## src/rtl/cpu_pkg.sv

```systemverilog
// Shared constants for the datapath: default widths, ALU opcodes and FSM state encoding.
package cpu_pkg;

  localparam int unsigned DATA_WIDTH_DEF = 8;
  localparam int unsigned ADDR_BITS_DEF  = 5;

  localparam logic [3:0] OpAdd   = 4'b0000;
  localparam logic [3:0] OpSub   = 4'b0001;
  localparam logic [3:0] OpAnd   = 4'b0010;
  localparam logic [3:0] OpOr    = 4'b0011;
  localparam logic [3:0] OpXor   = 4'b0100;
  localparam logic [3:0] OpNot   = 4'b0101;
  localparam logic [3:0] OpShl   = 4'b0110;
  localparam logic [3:0] OpShr   = 4'b0111;
  localparam logic [3:0] OpInc   = 4'b1000;
  localparam logic [3:0] OpDec   = 4'b1001;
  localparam logic [3:0] OpPassA = 4'b1010;
  localparam logic [3:0] OpPassB = 4'b1011;
  localparam logic [3:0] OpNop   = 4'b1111;

  typedef enum logic [1:0] {
    StIdle = 2'd0,
    StExec = 2'd1,
    StMem  = 2'd2,
    StResp = 2'd3
  } state_e;

  // A store always touches memory, even if sel1 also asks for the ALU result.
  function automatic logic is_mem_op(logic sel1, logic w_r);
    return w_r || !sel1;
  endfunction

endpackage

```

## src/rtl/datapath_unit_if.sv

```systemverilog
// Request/response bundle between the control unit and datapath_unit.
// DATAPATH_FLAGS_EN adds the registered zero/carry flags output.
interface datapath_unit_if #(
  parameter int unsigned DATA_WIDTH = cpu_pkg::DATA_WIDTH_DEF
);

  logic                  issue;
  logic [DATA_WIDTH-1:0] operand1;
  logic [DATA_WIDTH-1:0] operand2;
  logic [DATA_WIDTH-1:0] offset;
  logic [3:0]            opcode;
  logic                  sel1;
  logic                  sel3;
  logic                  w_r;
  logic [DATA_WIDTH-1:0] result2;
  logic                  done;
  logic                  busy;

`ifdef DATAPATH_FLAGS_EN
  logic [1:0]            flags;

  modport master (
    output issue, operand1, operand2, offset, opcode, sel1, sel3, w_r,
    input  result2, done, busy, flags
  );
  modport slave (
    input  issue, operand1, operand2, offset, opcode, sel1, sel3, w_r,
    output result2, done, busy, flags
  );
`else
  modport master (
    output issue, operand1, operand2, offset, opcode, sel1, sel3, w_r,
    input  result2, done, busy
  );
  modport slave (
    input  issue, operand1, operand2, offset, opcode, sel1, sel3, w_r,
    output result2, done, busy
  );
`endif

endinterface

```

## src/rtl/datapath_alu.sv

```systemverilog
// Combinational ALU: result modulo 2^DATA_WIDTH plus carry (ADD/INC) or borrow (SUB/DEC).
module datapath_alu
  import cpu_pkg::*;
#(
  parameter int unsigned DATA_WIDTH = DATA_WIDTH_DEF
) (
  input  logic [3:0]            opcode_i,
  input  logic [DATA_WIDTH-1:0] a_i,
  input  logic [DATA_WIDTH-1:0] b_i,
  output logic [DATA_WIDTH-1:0] result_o,
  output logic                  carry_o
);

  logic [DATA_WIDTH:0] wide;
  logic [2:0]          shamt;

  assign shamt = b_i[2:0];

  always_comb begin
    wide     = '0;
    result_o = '0;
    carry_o  = 1'b0;
    case (opcode_i)
      OpAdd: begin
        wide     = {1'b0, a_i} + {1'b0, b_i};
        result_o = wide[DATA_WIDTH-1:0];
        carry_o  = wide[DATA_WIDTH];
      end
      // Extra top bit becomes the borrow when the subtraction underflows.
      OpSub: begin
        wide     = {1'b0, a_i} - {1'b0, b_i};
        result_o = wide[DATA_WIDTH-1:0];
        carry_o  = wide[DATA_WIDTH];
      end
      OpAnd:   result_o = a_i & b_i;
      OpOr:    result_o = a_i | b_i;
      OpXor:   result_o = a_i ^ b_i;
      OpNot:   result_o = ~a_i;
      OpShl:   result_o = a_i << shamt;
      OpShr:   result_o = a_i >> shamt;
      OpInc: begin
        wide     = {1'b0, a_i} + (DATA_WIDTH + 1)'(1);
        result_o = wide[DATA_WIDTH-1:0];
        carry_o  = wide[DATA_WIDTH];
      end
      OpDec: begin
        wide     = {1'b0, a_i} - (DATA_WIDTH + 1)'(1);
        result_o = wide[DATA_WIDTH-1:0];
        carry_o  = wide[DATA_WIDTH];
      end
      OpPassA: result_o = a_i;
      OpPassB: result_o = b_i;
      OpNop:   result_o = '0;
      default: result_o = '0;
    endcase
  end

endmodule

```

## src/rtl/datapath_unit.sv

```systemverilog
// Execute/memory responder: IDLE -> EXEC -> (MEM) -> RESP, returning result2 with a done pulse.
// Optional DATAPATH_FLAGS_EN adds registered zero/carry flags.
module datapath_unit
  import cpu_pkg::*;
#(
  parameter int unsigned DATA_WIDTH = DATA_WIDTH_DEF,
  parameter int unsigned ADDR_BITS  = ADDR_BITS_DEF
) (
  input logic            clk,
  input logic            rst,
  datapath_unit_if.slave bus
);

  localparam int unsigned Depth = 2 ** ADDR_BITS;

  state_e state_q, state_d;

  logic [DATA_WIDTH-1:0] op1_q, op2_q, off_q;
  logic [3:0]            opcode_q;
  logic                  sel1_q, sel3_q, wr_q;
  logic [DATA_WIDTH-1:0] alu_q;
  logic [DATA_WIDTH-1:0] result2_q, result2_d;
  logic                  result_load;

  logic [DATA_WIDTH-1:0] alu_b, alu_res;
  logic                  alu_carry;
  logic                  mem_op;
  logic [ADDR_BITS-1:0]  addr;

  logic [DATA_WIDTH-1:0] mem_q [Depth];

  assign alu_b  = sel3_q ? off_q : op2_q;
  assign mem_op = is_mem_op(sel1_q, wr_q);
  assign addr   = alu_q[ADDR_BITS-1:0];

  datapath_alu #(
    .DATA_WIDTH(DATA_WIDTH)
  ) u_alu (
    .opcode_i(opcode_q),
    .a_i     (op1_q),
    .b_i     (alu_b),
    .result_o(alu_res),
    .carry_o (alu_carry)
  );

  // State register.
  always_ff @(posedge clk or posedge rst) begin
    if (rst) begin
      state_q <= StIdle;
    end else begin
      state_q <= state_d;
    end
  end

  // Next-state logic.
  always_comb begin
    state_d = state_q;
    unique case (state_q)
      StIdle:  if (bus.issue) state_d = StExec;
      StExec:  state_d = mem_op ? StMem : StResp;
      StMem:   state_d = StResp;
      StResp:  state_d = StIdle;
      default: state_d = StIdle;
    endcase
  end

  // Outputs.
  always_comb begin
    bus.busy = (state_q != StIdle);
    bus.done = (state_q == StResp);
  end

  always_ff @(posedge clk or posedge rst) begin
    if (rst) begin
      op1_q    <= '0;
      op2_q    <= '0;
      off_q    <= '0;
      opcode_q <= '0;
      sel1_q   <= 1'b0;
      sel3_q   <= 1'b0;
      wr_q     <= 1'b0;
      alu_q    <= '0;
    end else begin
      if (state_q == StIdle && bus.issue) begin
        op1_q    <= bus.operand1;
        op2_q    <= bus.operand2;
        off_q    <= bus.offset;
        opcode_q <= bus.opcode;
        sel1_q   <= bus.sel1;
        sel3_q   <= bus.sel3;
        wr_q     <= bus.w_r;
      end
      if (state_q == StExec) alu_q <= alu_res;
    end
  end

  // result2 is loaded on entry to RESP so it is valid alongside done.
  always_comb begin
    result2_d   = result2_q;
    result_load = 1'b0;
    if (state_q == StExec && !mem_op) begin
      result2_d   = alu_res;
      result_load = 1'b1;
    end else if (state_q == StMem) begin
      result2_d   = wr_q ? op2_q : mem_q[addr];
      result_load = 1'b1;
    end
  end

  always_ff @(posedge clk or posedge rst) begin
    if (rst) begin
      result2_q <= '0;
    end else if (result_load) begin
      result2_q <= result2_d;
    end
  end

  assign bus.result2 = result2_q;

  // No reset on storage; the write is gated by state, which reset clears asynchronously.
  always_ff @(posedge clk) begin
    if (state_q == StMem && wr_q) mem_q[addr] <= op2_q;
  end

`ifdef DATAPATH_FLAGS_EN
  logic [1:0] flags_q, flags_d;

  always_comb begin
    flags_d[0] = (result2_d == '0);
    flags_d[1] = (state_q == StExec) ? alu_carry : 1'b0;
  end

  always_ff @(posedge clk or posedge rst) begin
    if (rst) begin
      flags_q <= '0;
    end else if (result_load) begin
      flags_q <= flags_d;
    end
  end

  assign bus.flags = flags_q;
`else
  logic unused_carry;
  assign unused_carry = alu_carry;
`endif

  logic unused_alu_hi;
  assign unused_alu_hi = ^alu_q[DATA_WIDTH-1:ADDR_BITS];

endmodule

```

## src/flat_wrapper.sv

```systemverilog
// flat-port wrapper written by rule: the top's interface ports become plain ports
module datapath_unit_flat import cpu_pkg::*;
#(
  parameter int unsigned DATA_WIDTH = DATA_WIDTH_DEF,
  parameter int unsigned ADDR_BITS  = ADDR_BITS_DEF
)
  (clk, rst, bus_issue, bus_operand1, bus_operand2, bus_offset, bus_opcode, bus_sel1, bus_sel3, bus_w_r, bus_result2, bus_done, bus_busy);
  datapath_unit_if #(.DATA_WIDTH(DATA_WIDTH)) bus_i ();
  input logic clk;
  input logic rst;
  input wire logic [$bits(bus_i.issue)-1:0] bus_issue;
  input wire logic [$bits(bus_i.operand1)-1:0] bus_operand1;
  input wire logic [$bits(bus_i.operand2)-1:0] bus_operand2;
  input wire logic [$bits(bus_i.offset)-1:0] bus_offset;
  input wire logic [$bits(bus_i.opcode)-1:0] bus_opcode;
  input wire logic [$bits(bus_i.sel1)-1:0] bus_sel1;
  input wire logic [$bits(bus_i.sel3)-1:0] bus_sel3;
  input wire logic [$bits(bus_i.w_r)-1:0] bus_w_r;
  output wire logic [$bits(bus_i.result2)-1:0] bus_result2;
  output wire logic [$bits(bus_i.done)-1:0] bus_done;
  output wire logic [$bits(bus_i.busy)-1:0] bus_busy;
  assign bus_i.issue = bus_issue;
  assign bus_i.operand1 = bus_operand1;
  assign bus_i.operand2 = bus_operand2;
  assign bus_i.offset = bus_offset;
  assign bus_i.opcode = bus_opcode;
  assign bus_i.sel1 = bus_sel1;
  assign bus_i.sel3 = bus_sel3;
  assign bus_i.w_r = bus_w_r;
  assign bus_result2 = bus_i.result2;
  assign bus_done = bus_i.done;
  assign bus_busy = bus_i.busy;
  datapath_unit #(.DATA_WIDTH(DATA_WIDTH), .ADDR_BITS(ADDR_BITS)) u_core (.clk(clk), .rst(rst), .bus(bus_i));
endmodule
```

## config.mk

```make
export PLATFORM = sky130hd
export DESIGN_NAME = datapath_unit_flat
export DESIGN_NICKNAME = d
export VERILOG_FILES = /design/src/rtl/cpu_pkg.sv /design/src/rtl/datapath_unit_if.sv /design/src/rtl/datapath_alu.sv /design/src/rtl/datapath_unit.sv /design/src/flat_wrapper.sv
export SDC_FILE = /design/constraint.sdc
export NUM_CORES = 1
export LEC_CHECK = 0
export BUFFER_PORTS_ARGS = -buffer_cell sky130_fd_sc_hd__buf_2
export CAP_MARGIN = 20
export CORE_UTILIZATION = 45
export CTS_CLUSTER_DIAMETER = 40
export DETAILED_ROUTE_END_ITERATION = 10
export PLACE_DENSITY_LB_ADDON = 0.12
export SYNTH_ARGS = -nofsm -noshare
export SYNTH_HDL_FRONTEND = slang
export SYNTH_SLANG_ARGS = --single-unit
```

## constraint.sdc

```tcl
create_clock -name clk -period 4.3 [get_ports clk]
set_input_delay 1.075 -clock clk [delete_from_list [all_inputs] [get_ports clk]]
set_output_delay 1.075 -clock clk [all_outputs]
set_load 0.1 [all_outputs]
```

After elaboration in Yosys (flattened, before gate mapping)
Memories as Yosys holds them, arrays and structs flattened.
Cells that the tools add are included.
{ "classes": {"addsub": 4, "n_mul": 0, "div": 0, "n_lt_le_gt_ge": 0, "n_eq_ne": 15, "n_shift": 2, "mux": 12, "bitwise_logic": 4, "reduce_logical": 11} }
{ "op_table": {"columns": ["operator", "n"], "rows": [
  ["$pmux W8 S12", 1],
  ["$mux W8", 4],
  ["$eq A4 B3 Y1 const B", 4],
  ["$eq A4 B4 Y1 const B", 4],
  ["$add A8 B1 Y8 const B", 1],
  ["$add A8 B8 Y8", 1],
  ["$and A8 B8 Y8", 1],
  ["$eq A4 B2 Y1 const B", 2],
  ["$not A8 Y8", 1],
  ["$or A8 B8 Y8", 1],
  ["$pmux W2 S4", 1],
  ["$shl A8 B3 Y8", 1],
  ["$shr A8 B3 Y8", 1],
  ["$sub A8 B1 Y8 const B", 1],
  ["$sub A8 B8 Y8", 1],
  ["$xor A8 B8 Y8", 1],
  ["$mux W1", 5],
  ["$eq A2 B2 Y1 const B", 2],
  ["$eq A4 B1 Y1 const B", 1],
  ["$logic_not A4 Y1", 1],
  ["$reduce_bool A2 Y1", 2],
  ["$logic_and A1 B1 Y1", 3],
  ["$eq A2 B1 Y1 const B", 1],
  ["$logic_not A1 Y1", 2],
  ["other kinds (5)", 5]
]} }
{ "totals": {"reg_bits": 46, "latchBits": 0, "ramBits": 256, "mem_bits_ro": 0, "inputBits": 34, "out_inout_bits": 10, "elab_cells": 59, "n_memories": 1} }
{ "mem_list": {"columns": ["name", "depth", "width", "read_ports", "rd_ports_with_merged_regs", "wr", "line", "rtl"], "rows": [
  ["u_core.mem_q", 32, 8, 1, 0, 1, "datapath_unit.sv:30", "logic [DATA_WIDTH-1:0] mem_q [Depth];"]
]} }

Depth between registers and ports, before layout
Gate-level depths: netlist (run 1).
{ "logic_depth": {"word_depth": 6, "ltp_mapped": 16, "mapped_depth_nobuf": 13} }

By module
Synthesis (run 1) repeated with hierarchy kept, for this count alone.
{ "unflattened": {"cells_unflattened": 1000, "hier_area_um2": 14377.5} }
{ "modules_own_cells": {"columns": ["module", "instances", "cells_per_inst", "area_per_inst_um2", "seq_area_each_um2"], "rows": [
  ["datapath_unit", 1, 693, 12213.0, 8838.5],
  ["datapath_alu", 1, 307, 2164.6, 0.0]
]} }

Worst setup path after synthesis (run 1)
OpenSTA, ideal clock, no wires.
{ "synth_timing": {"path_type": "register to register", "start": "register u_core.op2_q[0]", "end": "register u_core.result2_q[7], in the netlist u_core.bus.result2[7]", "setup_ns": 0.131, "arrival_time_ns": 3.569, "t_required_ns": 4.169, "path_slack_ns": 0.600, "stages_incl_launch_ff": 16, "path_buffers": 3, "synth_period_minus_slack_ns": 3.700, "path_cell_list": "dfrtp_1 -> clkbuf_1 -> mux2i_1 -> buf_4 -> buf_2 -> ha_1 -> o21a_1 -> inv_1 -> ha_1 -> nor2b_1 -> o31a_1 -> o21a_1 -> nor2_1 -> o21ai_0 -> a32o_1 -> or3_1"} }
{ "synth_via": {"elab_chain_cells": 4, "word_cells_on_any_way": 7, "classes_between": "add/sub (2); shift (2); mux (3)"} }
{ "synth_rtl": {"columns": ["item", "line", "rtl"], "rows": [
  ["from (decl)", "datapath_unit.sv:18", "logic [DATA_WIDTH-1:0] op1_q, op2_q, off_q;"],
  ["from (signal assigned)", "datapath_unit.sv:86", "op2_q <= bus.operand2;"],
  ["$mux W8 (*)", "datapath_unit.sv:32", "assign alu_b = sel3_q ? off_q : op2_q;"],
  ["$sub A8 B8 Y8 (tied with other cells)", "datapath_alu.sv:31", "wide = {1'b0, a_i} - {1'b0, b_i};"],
  ["$pmux W8 S12 (*)", "datapath_alu.sv:23", "case (opcode_i)"],
  ["$mux W8 (*)", "datapath_unit.sv:101", "if (state_q == StExec && !mem_op) begin"],
  ["to (signal assigned)", "datapath_unit.sv:114", "result2_q <= result2_d;"],
  ["to (decl)", "datapath_unit.sv:22", "logic [DATA_WIDTH-1:0] result2_q, result2_d;"]
]} }
Every way passes the cells marked *; elsewhere a longest branch is shown, timed or not.
A chain may end at the register's enable or synchronous reset.

Final worst setup path (run 1)
{ "layout_timing": {"start": "register u_core.sel3_q", "end": "register u_core.result2_q[4], in the netlist u_core.bus.result2[4]"} }
{ "layout_via": {"elab_chain_cells": 4, "word_cells_on_any_way": 10, "classes_between": "add/sub (2); shift (2); mux (3); bitwise (3)"} }
{ "layout_rtl": {"columns": ["item", "line", "rtl"], "rows": [
  ["from (decl)", "datapath_unit.sv:20", "logic sel1_q, sel3_q, wr_q;"],
  ["from (signal assigned)", "datapath_unit.sv:90", "sel3_q <= bus.sel3;"],
  ["$mux W8 (*)", "datapath_unit.sv:32", null],
  ["$sub A8 B8 Y8 (tied with other cells)", "datapath_alu.sv:31", null],
  ["$pmux W8 S12 (*)", "datapath_alu.sv:23", null],
  ["$mux W8 (*)", "datapath_unit.sv:101", null]
]} }
Marked as above.

==> impl_results.rst, run 1 <==
.. list-table::
   :header-rows: 1

   * - Metric
     - Value
   * - Sequential cell area fraction in the yosys report
     - 63.6%
   * - Worst slew margin
     - 39.9%
   * - Synthesis-stage register bit count
     - 302
   * - Total inserted antenna cells
     - 0
   * - Capturing point of the worst reg2reg path
     - u_core.bus.result2[4]$_DFFE_PP0P_
   * - Critical Path Source Type
     - flip-flop
   * - Initial cell density of the core
     - 46.3%
   * - Worst-case clock buffer depth
     - 3
   * - Initial antenna violation count
     - 0
   * - Detail Route Antenna Nets
     - 0
   * - Period utilisation layout
     - 79.3%
   * - Length of the first detailed-routing pass in iterations
     - 5
   * - Die Span Y
     - 178 um
   * - Storage element area
     - 8850 sq um
   * - Post-route non-filler standard cell count
     - 1418
   * - Post-synth net total
     - 992
   * - Post-synthesis async set-or-reset flop share
     - 15.2%
   * - Reg clk slew, reported paths
     - 0.06 ns
   * - Synth Cell Area
     - 13900 sq um
   * - Critical path start-end classification
     - flip-flop to flip-flop
   * - Area used by multi-input combinational logic
     - 4680 sq um
   * - Number of nets in the layout
     - 1059
   * - Count of yosys warnings during synthesis
     - 0
   * - IO Count
     - 44
   * - Leakage power
     - 5.76 nW
   * - Slew of the pin with the lowest slew margin
     - 0.901 ns
   * - Core ar.
     - 30000 sq um
   * - Pin count of the biggest net entering global routing
     - 41
   * - Hold path depth
     - 2
   * - Shortest period the worst path allows
     - 3.41 ns
   * - Synthesized instance count
     - 926
   * - Maximum resistive drop on vdd
     - 372 uV
   * - Number of buffers added for setup after CTS
     - 0
   * - Most common library cell in the layout ignoring fill and taps
     - edfxtp_1
   * - Placed instance count
     - 1337
   * - Number of DRC markers after the initial detailed-route iteration
     - 929
   * - Pwr Total
     - 0.0138 W
   * - Horizontal die dimension
     - 178 um
   * - HPWL after detailed placement
     - 21900 um
   * - Hold_sp
     - u_core.bus.result2[3]$_DFFE_PP0P_
   * - Worst hold slack
     - 0.520 ns
   * - Endpoints failing hold
     - 0
   * - Post-route clock skew
     - 0.0151 ns
   * - Number of buffers added to fix hold violations after cts
     - 0
   * - GR Overflow Total
     - 0
   * - R2R Setup Slk
     - 0.89 ns
   * - Run status
     - finished clean
   * - Total via count after detailed routing
     - 8298
   * - Power per standard cell area
     - 854 nW/um^2
   * - Commonest cells after routing, fill and taps aside
     - edfxtp_1 (256), nor2_1 (82), mux4_2 (60)
   * - Unique cell type count in the Yosys netlist
     - 63
   * - Endpoints failing setup
     - 0
   * - Sinks on the clock net
     - 302
   * - Required time at the worst-slack endpoint
     - 4.68 ns
   * - CTS tree
     - done
   * - GR Util All Layers
     - 22.3%
   * - Number of slew-limit violations in the final report
     - 0
   * - Endpoint, Worst Hold
     - u_core.bus.result2[3]$_DFFE_PP0P_
   * - Worst EP arrival
     - 3.79 ns
   * - Filler Cell Count
     - 2450
   * - Max Cap Viol
     - 0
   * - Highest clock rate
     - 293 MHz
   * - Final weighted congestion of routability-driven global placement
     - 0.918
   * - Setup repair after global routing missed its margin
     - no
   * - Relative area change from synthesis to final layout
     - 16.6%
   * - Per-instance average area after synthesis
     - 15.0 sq um
   * - CP max FO
     - 13
   * - Total negative slack for setup checks
     - 0 ns
   * - PostCTS Resize Cnt
     - 0
   * - DIE AREA
     - 31600 sq um
   * - Crit path capture type
     - flip-flop
   * - First-pass GRT wire length
     - 51500 um
   * - Average vias per placed instance
     - 5.85
   * - Via count of the first global-routing pass
     - 8277
   * - Inserted Clock Buffers
     - 44
   * - CTS Root Cell
     - clkbuf_16
   * - Startpoint of the most critical setup path
     - u_core.sel3_q$_DFFE_PP0P_
   * - Routed Wire Length
     - 34000 um
   * - Primary flip-flop cell chosen by synthesis mapping
     - edfxtp_1
   * - Startpoint of the worst-slack reg-to-reg timing path
     - u_core.sel3_q$_DFFE_PP0P_
   * - Path category of the worst min-delay check
     - flip-flop to flip-flop
   * - Residual DRC
     - 0
   * - Layout cells sized above 1
     - 25.4%
   * - Total number of H-tree levels
     - 2
   * - FP Rows
     - 63
   * - Utilization after layout
     - 53.9%
   * - Reg2reg path depth
     - 12
   * - Number of input and output port buffers inserted
     - 43
   * - Clock latency on the worst-skew pair
     - 0.54 ns
   * - Number of enable flip-flop cells after synthesis
     - 256
   * - Average detailed-routed wire length per instance
     - 24.0 um
-- metrics by stage --
step	area [sq um]	setup slack (ns)
floorplan	13900	0.600
global placement	14600	0.990
detailed placement	14600	0.884
CTS	16200	0.882
global route	16200	0.526
finish	16200	0.889
-- kinds of logic (layout without fill, tap and decap cells) --
logic type,Yosys count,in the layout,share of synthesized area [%]
and+or+nand+nor,199,199,6.66
xor gates and xnor gates,9,9,0.567
muxes,139,139,15.9
adders and majority gates,32,32,2.94
DFF,302,302,63.6
AOI/OAI and AO/OA,156,156,7.62
buffers and inverters,89,191,2.73
-- critical path, stage by stage (launching register included) --
cell,delay [ns]
dfrtp_1,0.62
mux2i_2,0.28
buf_4,0.21
ha_1,0.19
xnor2_1,0.12
a22oi_1,0.08
ha_1,0.37
a21o_1,0.19
a21oi_1,0.18
xor2_1,0.17
o22ai_1,0.10
a2111oi_0,0.60
o22ai_1,0.15
-- cells in the mapped netlist, types with 9 or more instances --
cell	n	area share, %
nand3_1	16	0.58
buf_2	15	0.54
o22ai_1	11	0.50
mux2_2	36	2.9
buf_1	9	0.24
dfrtp_1	46	8.3
inv_1	31	0.84
ha_1	31	2.8
nand2_1	44	1.2
mux2i_1	42	3.0
a22oi_1	10	0.54
edfxtp_1	256	55
o21ai_0	30	1.1
o211ai_1	16	0.86
clkbuf_1	28	0.76
nor2_1	82	2.2
nor2b_1	9	0.41
a21oi_1	29	1.0
o221ai_1	10	0.63
mux4_2	60	9.7
-- worst max path at each step --
stage                                                    to  slack, ns  cells after the start
after floorplan           u_core.bus.result2[7]$_DFFE_PP0P_       0.60                     15
after global placement    u_core.bus.result2[7]$_DFFE_PP0P_       0.99                     13
after detailed placement        u_core.alu_q[4]$_DFFE_PP0N_       0.88                     12
after CTS                 u_core.bus.result2[7]$_DFFE_PP0P_       0.88                     13
after global routing      u_core.bus.result2[4]$_DFFE_PP0P_       0.53                     11
final                     u_core.bus.result2[4]$_DFFE_PP0P_       0.89                     12
-- state kept, by name (all words and copies together), names as in the netlist --
signal and flops:
u_core.opcode_q 4, u_core.off_q 8, u_core.op1_q 8, u_core.sel1_q 1, u_core.wr_q 1, u_core.sel3_q 1, u_core.op2_q 8, u_core.mem_q 256
u_core.bus.result2 8, u_core.state_q 2, u_core.alu_q 5
-- final cells by class --
type                       count  share of cell area, %
inverter                      31                  0.719
timing repair buffer          79                   3.15
sequential                   302                   54.6
clock inverter                36                   2.64
clock buffer                  45                   6.95
multi-input combinational    535                   28.9
tap                          390                   3.01
-- power by group --
| part | total (W) | switching, W | internal [W] |
|---|---|---|---|
| combinational | 0.00561 | 0.00339 | 0.00221 |
| sequential | 0.00451 | 0.000670 | 0.00384 |
| clock | 0.00371 | 0.00136 | 0.00236 |
-- metal layers --
metal	part of all wire, %	vias up	routed length, um	track usage, %
met5	0	-	0	0
met4	2.4	0	818	6.62
met3	6.2	62	2110	4.16
met2	47	275	15800	34.5
met1	45	4205	15300	32.0
li1	-	3756	-	-
Power figures use the tool's default switching activity.
==> run 2, diff against run 1 <==
clock period = 3.1 ns   (was 4.3 ns; I/O delays follow)
==> run 2 against run 1 <==
  * Register-to-register slack worse by 0.83 ns
  * Combinational power up 60%
  * Cell count up 4.4%
  * Critical endpoint is now u_core.bus.result2[7]$_DFFE_PP0P_
==> impl_results.rst, run 2 (synthesized netlist as in run 1, its figures left out) <==
.. list-table::
   :header-rows: 1

   * - Metric
     - Value
   * - Cell mode on critical path
     - o21a_1
   * - Critical path start-end classification
     - flip-flop to flip-flop (unchanged)
   * - Run status
     - finished clean (unchanged)
   * - Residual DRC
     - 0 (unchanged)
   * - Path category of the worst min-delay check
     - input port to async pin (was flip-flop to flip-flop)
   * - Initial cell density of the core
     - 46.3% (unchanged)
   * - Met1 routing resource usage after global routing
     - 33.8% (was 32.0%)
   * - Pwr Total
     - 0.0196 W (was 0.0138 W)
   * - Worst EP arrival
     - 3.44 ns (was 3.79 ns)
   * - Total inserted antenna cells
     - 0 (unchanged)
   * - Largest Register
     - u_core.mem_q (unchanged)
   * - Fraction of met3 tracks used by global routing
     - 4.01% (was 4.16%)
   * - Maximum resistive drop on vdd
     - 614 uV (was 372 uV)
   * - Critical Path Source Type
     - flip-flop (unchanged)
   * - Average vias per placed instance
     - 5.78 (was 5.85)
   * - Power dissipated by switching net loads
     - 0.00779 W (was 0.00542 W)
   * - Total number of H-tree levels
     - 2 (unchanged)
   * - Number of nets in the layout
     - 1122 (was 1059)
   * - Core ar.
     - 30000 sq um (unchanged)
   * - Relative area change from synthesis to final layout
     - 19.7% (was 16.6%)
   * - Met2 usage in global routing
     - 35.7% (was 34.5%)
   * - Detail Route Antenna Nets
     - 0 (unchanged)
   * - Part of the total power dissipated in combinational logic
     - 45.9% (was 40.6%)
   * - Worst-case clock buffer depth
     - 3 (unchanged)
   * - Initial antenna violation count
     - 0 (unchanged)
   * - Fraction of power spent switching nets
     - 39.8% (was 39.2%)
   * - First-pass GRT wire length
     - 53400 um (was 51500 um)
   * - Worst slew margin
     - 42.6% (was 39.9%)
   * - Setup repair after global routing missed its margin
     - yes (was no)
   * - Layout cells sized above 1
     - 30.3% (was 25.4%)
   * - Average detailed-routed wire length per instance
     - 23.9 um (was 24.0 um)
   * - CTS tree
     - done (unchanged)
   * - Slew of the pin with the lowest slew margin
     - 0.854 ns (was 0.901 ns)
   * - Startpoint of the worst-slack reg-to-reg timing path
     - u_core.sel3_q$_DFFE_PP0P_ (unchanged)
   * - Leakage power
     - 6.02 nW (was 5.76 nW)
   * - Cell breakdown of the critical path
     - buf_6, mux2i_4, ha_4, o21a_1, inv_1, ha_1, nor2b_1, o31a_1, o21a_1, nor2_2, o21ai_2, a32o_1, or3_1 (was mux2i_2, buf_4, ha_1, xnor2_1, a22oi_1, ha_1, a21o_1, a21oi_1, xor2_1, o22ai_1, a2111oi_0, o22ai_1)
   * - Required time at the worst-slack endpoint
     - 3.50 ns (was 4.68 ns)
   * - Startpoint of the most critical setup path
     - u_core.sel3_q$_DFFE_PP0P_ (unchanged)
   * - Total via count after detailed routing
     - 8552 (was 8298)
   * - GR Util All Layers
     - 23.1% (was 22.3%)
   * - Total negative slack for setup checks
     - 0 ns (unchanged)
   * - Endpoints failing setup
     - 0 (unchanged)
   * - GR Overflow Total
     - 0 (unchanged)
   * - Routed Wire Length
     - 35300 um (was 34000 um)
   * - Highest clock rate
     - 329 MHz (was 293 MHz)
   * - Post-route clock skew
     - 0.0181 ns (was 0.0151 ns)
   * - Critical path's slowest cell
     - dfrtp_2 (was dfrtp_1)
   * - Max Cap Viol
     - 0 (unchanged)
   * - FP Rows
     - 63 (unchanged)
   * - Max FFs per register
     - 256 (unchanged)
   * - Number of input and output port buffers inserted
     - 43 (unchanged)
   * - Clock latency on the worst-skew pair
     - 0.54 ns (about the same)
   * - Fraction of power consumed by sequential logic
     - 30.5% (was 32.6%)
   * - Crit path capture type
     - flip-flop (unchanged)
   * - Cell Int Power
     - 0.0118 W (was 0.00841 W)
   * - Commonest cells after routing, fill and taps aside
     - edfxtp_1 (256), buf_4 (95), nor2_1 (81) (was edfxtp_1 (256), nor2_1 (82), mux4_2 (60))
   * - Post-route non-filler standard cell count
     - 1480 (was 1418)
   * - Endpoints failing hold
     - 0 (unchanged)
   * - Worst hold slack
     - 0.240 ns (was 0.520 ns)
   * - Slowest stage delay, CP
     - 0.41 ns (was 0.62 ns)
   * - Horizontal die dimension
     - 178 um (unchanged)
   * - DIE AREA
     - 31600 sq um (unchanged)
   * - Via count of the first global-routing pass
     - 8563 (was 8277)
   * - CP max FO
     - 4 (was 13)
   * - Post-place instance area
     - 15200 sq um (was 14600 sq um)
   * - Power share of the clock group
     - 23.5% (was 26.9%)
   * - HPWL after detailed placement
     - 23800 um (was 21900 um)
   * - Final weighted congestion of routability-driven global placement
     - 0.915 (was 0.918)
   * - Inserted Clock Buffers
     - 42 (was 44)
   * - Cell area after layout
     - 16600 sq um (was 16200 sq um)
   * - Length of the first detailed-routing pass in iterations
     - 5 (unchanged)
   * - CTS Root Cell
     - clkbuf_16 (unchanged)
   * - Pin count of the biggest net entering global routing
     - 37 (was 41)
   * - Reg clk slew, reported paths
     - 0.05 ns (was 0.06 ns)
   * - Power per standard cell area
     - 1180 nW/um^2 (was 854 nW/um^2)
   * - IO Count
     - 44 (unchanged)
   * - Shortest period the worst path allows
     - 3.04 ns (was 3.41 ns)
   * - Placed instance count
     - 1401 (was 1337)
   * - Number of slew-limit violations in the final report
     - 0 (unchanged)
   * - Most common library cell in the layout ignoring fill and taps
     - edfxtp_1 (unchanged)
   * - Period utilisation layout
     - 98.1% (was 79.3%)
   * - Number of DRC markers after the initial detailed-route iteration
     - 750 (was 929)
   * - Die Span Y
     - 178 um (unchanged)
   * - GRT Max-Usage Layer
     - met2 (unchanged)
   * - Sinks on the clock net
     - 302 (unchanged)
==> run 2: metal layers <==
metal / part of all wire [%] / up-vias / wire length, um
li1: - / 3899 / -
met1: 46 / 4351 / 16200
met2: 46 / 250 / 16400
met3: 5.6 / 52 / 1980
met4: 2.1 / 0 / 747
met5: 0 / - / 0
==> run 2: area by class of cell <==
type / instances / area (sq um)
clock buffers: 52 / 1140
clock inverters: 26 / 228
fillers: 2416 / 13400
inverters: 31 / 116
multi-input cells: 535 / 4760
flip-flops and latches: 302 / 8850
well taps: 390 / 488
repair buffers: 144 / 1030
==> run 2: final timing paths <==
check | cells after the start | endpoint | slack (ns)
min in group clk | 2 | u_core.op1_q[5]$_DFFE_PP0P_ | 0.47
max in group asynchronous | 3 | u_core.bus.result2[6]$_DFFE_PP0P_ | 2.24
min reg2reg | 2 | u_core.bus.result2[1]$_DFFE_PP0P_ | 0.51
max | 13 | u_core.bus.result2[7]$_DFFE_PP0P_ | 0.06
max reg2reg | 13 | u_core.bus.result2[7]$_DFFE_PP0P_ | 0.06
min | 2 | u_core.off_q[7]$_DFFE_PP0P_ | 0.24
==> run 2: worst max-delay path: cells and delay by family (launching register included) <==
kind / cells / cell delay (ns)
adders and majority gates: 2 / 0.45
DFF: 1 / 0.41
muxes: 1 / 0.29
buffers and inverters: 2 / 0.19
and+or+nand+nor: 3 / 0.60
AOI/OAI and AO/OA: 5 / 0.98
==> run 2: power groups by stage <==
stage / Sequential, W / Combinational [W] / Clock [W]
CTS: 0.00593 / 0.00887 / 0.00467
global placement: 0.00601 / 0.00883 / 0
floorplan: 0.00625 / 0.00556 / 0
global route: 0.00603 / 0.00969 / 0.00484
detailed placement: 0.00600 / 0.00882 / 0
finish: 0.00598 / 0.00899 / 0.00460
==> run 2: repair_timing <==
action,in CTS,in global routing
resized for setup,0,12
endpoints found under the hold margin,0,0
setup buffers,0,1
endpoints found under the setup margin,0,5
hold buffers,0,0
==> run 2: per-stage QoR <==
stage / utilization (%) / worst slack (ns)
after floorplan: - / -0.151
after global placement: 50.6 / 0.112
after detailed placement: 50.6 / 0.0632
after CTS: 55.1 / 0.0327
after global routing: 55.3 / -0.0676
final: 55.3 / 0.0601
==> run 3, diff against run 2 <==
CORE_UTILIZATION = 56   (was 45)
==> run 3 against run 2 <==
  * Design area shrank 1.3%
  * Clock skew rose by 0.0040 ns
  * Count of clock-buffer cells in the layout shrank 4
  * First-iteration DRC count up 15%
  * Non-clock buffer count did not move
  * Sequential share of layout area grew 0.68 points
  * Critical path type unchanged
  * Register-to-register slack better by 0.02 ns
  * Total power decreased by 0.98%
  * Largest cell class unchanged
==> impl_results.rst, run 3 (synthesized netlist as in run 1, its figures left out) <==
.. list-table::
   :header-rows: 1

   * - Metric
     - Value
   * - Run status
     - finished clean (unchanged)
   * - Sinks on the clock net
     - 302 (unchanged)
   * - Critical Path Source Type
     - flip-flop (unchanged)
   * - Initial cell density of the core
     - 57.1% (was 46.3%)
   * - Reg clk slew, reported paths
     - 0.05 ns (about the same)
   * - Post-route clock skew
     - 0.0221 ns (was 0.0181 ns)
   * - Number of buffers added to fix hold violations after cts
     - 0 (unchanged)
   * - Number of slew-limit violations in the final report
     - 0 (unchanged)
   * - GR Overflow Total
     - 0 (unchanged)
   * - FP Rows
     - 57 (was 63)
   * - Layout cells sized above 1
     - 30.3% (about the same)
   * - GRT Max-Usage Layer
     - met2 (unchanged)
   * - Total via count after detailed routing
     - 8739 (was 8552)
   * - Utilization after layout
     - 67.5% (was 55.3%)
   * - Leakage power
     - 5.94 nW (was 6.02 nW)
   * - Period utilisation layout
     - 97.5% (was 98.1%)
   * - Max FFs per register
     - 256 (unchanged)
   * - Total number of H-tree levels
     - 2 (unchanged)
   * - Detail Route Antenna Nets
     - 0 (unchanged)
   * - Required time at the worst-slack endpoint
     - 3.48 ns (was 3.50 ns)
   * - Worst-case clock buffer depth
     - 3 (unchanged)
   * - Endpoints failing setup
     - 0 (unchanged)
   * - Final weighted congestion of routability-driven global placement
     - 0.928 (was 0.915)
   * - Die Span Y
     - 159 um (was 178 um)
   * - Path category of the worst min-delay check
     - input port to async pin (unchanged)
   * - Worst slew margin
     - 45.2% (was 42.6%)
   * - Slew of the pin with the lowest slew margin
     - 0.822 ns (was 0.854 ns)
   * - Inserted Clock Buffers
     - 39 (was 42)
   * - DIE AREA
     - 25400 sq um (was 31600 sq um)
   * - CTS tree
     - done (unchanged)
   * - Largest Register
     - u_core.mem_q (unchanged)
   * - Relative area change from synthesis to final layout
     - 18.1% (was 19.7%)
   * - Met2 usage in global routing
     - 44.0% (was 35.7%)
   * - Average detailed-routed wire length per instance
     - 24.9 um (was 23.9 um)
   * - Total inserted antenna cells
     - 0 (unchanged)
   * - Met1 routing resource usage after global routing
     - 38.8% (was 33.8%)
   * - Post-route non-filler standard cell count
     - 1404 (was 1480)
   * - IO Count
     - 44 (unchanged)
   * - Storage element area
     - 8850 sq um (about the same)
   * - Initial antenna violation count
     - 0 (unchanged)
   * - Number of nets in the layout
     - 1119 (was 1122)
   * - Number of DRC markers after the initial detailed-route iteration
     - 859 (was 750)
   * - Horizontal die dimension
     - 159 um (was 178 um)
   * - Commonest cells after routing, fill and taps aside
     - edfxtp_1 (256), buf_4 (96), nor2_1 (81) (was edfxtp_1 (256), buf_4 (95), nor2_1 (81))
   * - CP max FO
     - 5 (was 4)
   * - Routed Wire Length
     - 35000 um (was 35300 um)
   * - Worst EP arrival
     - 3.41 ns (was 3.44 ns)
   * - GR Util All Layers
     - 28.0% (was 23.1%)
   * - Crit path capture type
     - flip-flop (unchanged)
   * - Length of the first detailed-routing pass in iterations
     - 5 (unchanged)
   * - Via count of the first global-routing pass
     - 8908 (was 8563)
   * - HPWL after detailed placement
     - 24100 um (was 23800 um)
   * - Endpoints failing hold
     - 0 (unchanged)
   * - Critical path start-end classification
     - flip-flop to flip-flop (unchanged)
   * - Residual DRC
     - 0 (unchanged)
   * - First-pass GRT wire length
     - 52700 um (was 53400 um)
   * - Max Cap Viol
     - 0 (unchanged)
   * - Maximum resistive drop on vdd
     - 584 uV (was 614 uV)
   * - Clock latency on the worst-skew pair
     - 0.53 ns (was 0.54 ns)
   * - Core ar.
     - 24300 sq um (was 30000 sq um)
   * - Fraction of met3 tracks used by global routing
     - 5.73% (was 4.01%)
   * - Average vias per placed instance
     - 6.22 (was 5.78)
   * - Filler Cell Count
     - 1695 (was 2416)
   * - Power per standard cell area
     - 1180 nW/um^2 (about the same)
   * - Pin count of the biggest net entering global routing
     - 50 (was 37)
   * - Shortest period the worst path allows
     - 3.02 ns (was 3.04 ns)
   * - R2R Setup Slk
     - 0.08 ns (was 0.06 ns)
   * - Highest clock rate
     - 331 MHz (was 329 MHz)
   * - Area used by multi-input combinational logic
     - 4810 sq um (was 4760 sq um)
   * - Setup repair after global routing missed its margin
     - yes (unchanged)
   * - CTS Root Cell
     - clkbuf_16 (unchanged)
   * - Number of input and output port buffers inserted
     - 43 (unchanged)
   * - Pwr Total
     - 0.0194 W (was 0.0196 W)
   * - Placed instance count
     - 1332 (was 1401)
   * - Most common library cell in the layout ignoring fill and taps
     - edfxtp_1 (unchanged)
[run 3: cell count changes in the layout (fill, tap and decap cells not counted), sizes merged]
cell | previous run | this run
bufinv | 2 | 1
clkbuf | 52 | 48
clkinv | 15 | 13
clkinvlp | 5 | 2
[run 3: layout make-up]
cell class                      instances  share of cell area, %
Clock buffer                           48                   6.28
Multi-Input combinational cell        535                   29.3
Tap cell                              324                   2.47
Timing Repair Buffer                  144                   6.17
Sequential cell                       302                   53.9
Clock inverter                         20                   1.14
Inverter                               31                  0.709
[run 3: final timing paths]
| path | start | end | depth (start not counted) |
|---|---|---|---|
| max | u_core.sel3_q$_DFFE_PP0P_ | u_core.bus.result2[7]$_DFFE_PP0P_ | 13 |
| max reg2reg | u_core.sel3_q$_DFFE_PP0P_ | u_core.bus.result2[7]$_DFFE_PP0P_ | 13 |
| min reg2reg | u_core.off_q[7]$_DFFE_PP0P_ | u_core.off_q[7]$_DFFE_PP0P_ | 1 |
| min | rst | u_core.op2_q[6]$_DFFE_PP0P_ | 2 |
| min in group clk | bus_opcode[0] | u_core.opcode_q[0]$_DFFE_PP0P_ | 2 |
| max in group asynchronous | rst | u_core.alu_q[0]$_DFFE_PP0N_ | 3 |
[run 3: power by group]
group          leakage [nW]  internal, W  switching (W)  total [W]
sequential             2.85      0.00533       0.000655    0.00598
combinational          2.51      0.00384        0.00540    0.00924
clock                 0.586      0.00247        0.00168    0.00416
total                  5.94       0.0116        0.00774     0.0194
[run 3: repair_timing]
item | CTS | global route
endpoints found under the setup margin | 0 | 9
resized for setup | 0 | 21
setup buffers | 0 | 3
[run 3: layer usage]
layer  vias up  wire [um]
met1      4445      14500
met2       343      16700
met4         0       1150
met5         -          0
li1       3879          -
met3        72       2570
[run 3: worst max-delay path, stage by stage (launching register included)]
cell and delay, ns:
dfrtp_2 0.42, buf_6 0.15, mux2i_4 0.26, ha_4 0.23, o21a_1 0.18, inv_1 0.06, ha_1 0.22, nor2b_4 0.13
o31a_1 0.30, o21a_1 0.20, nor2_2 0.13, o21ai_2 0.07, a32o_1 0.24, or3_1 0.31
[run 3: stage by stage]
stage	TNS, ns	hold slack [ns]	setup WS [ns]	cell area [sq um]
after global routing	-0.0315	0.178	-0.0169	16400
after global placement	0	0.517	0.118	15100
after detailed placement	0	0.536	0.0630	15100
after CTS	0	0.168	0.0495	16300
final	0	0.174	0.0767	16400
after floorplan	-0.151	0.479	-0.151	14000
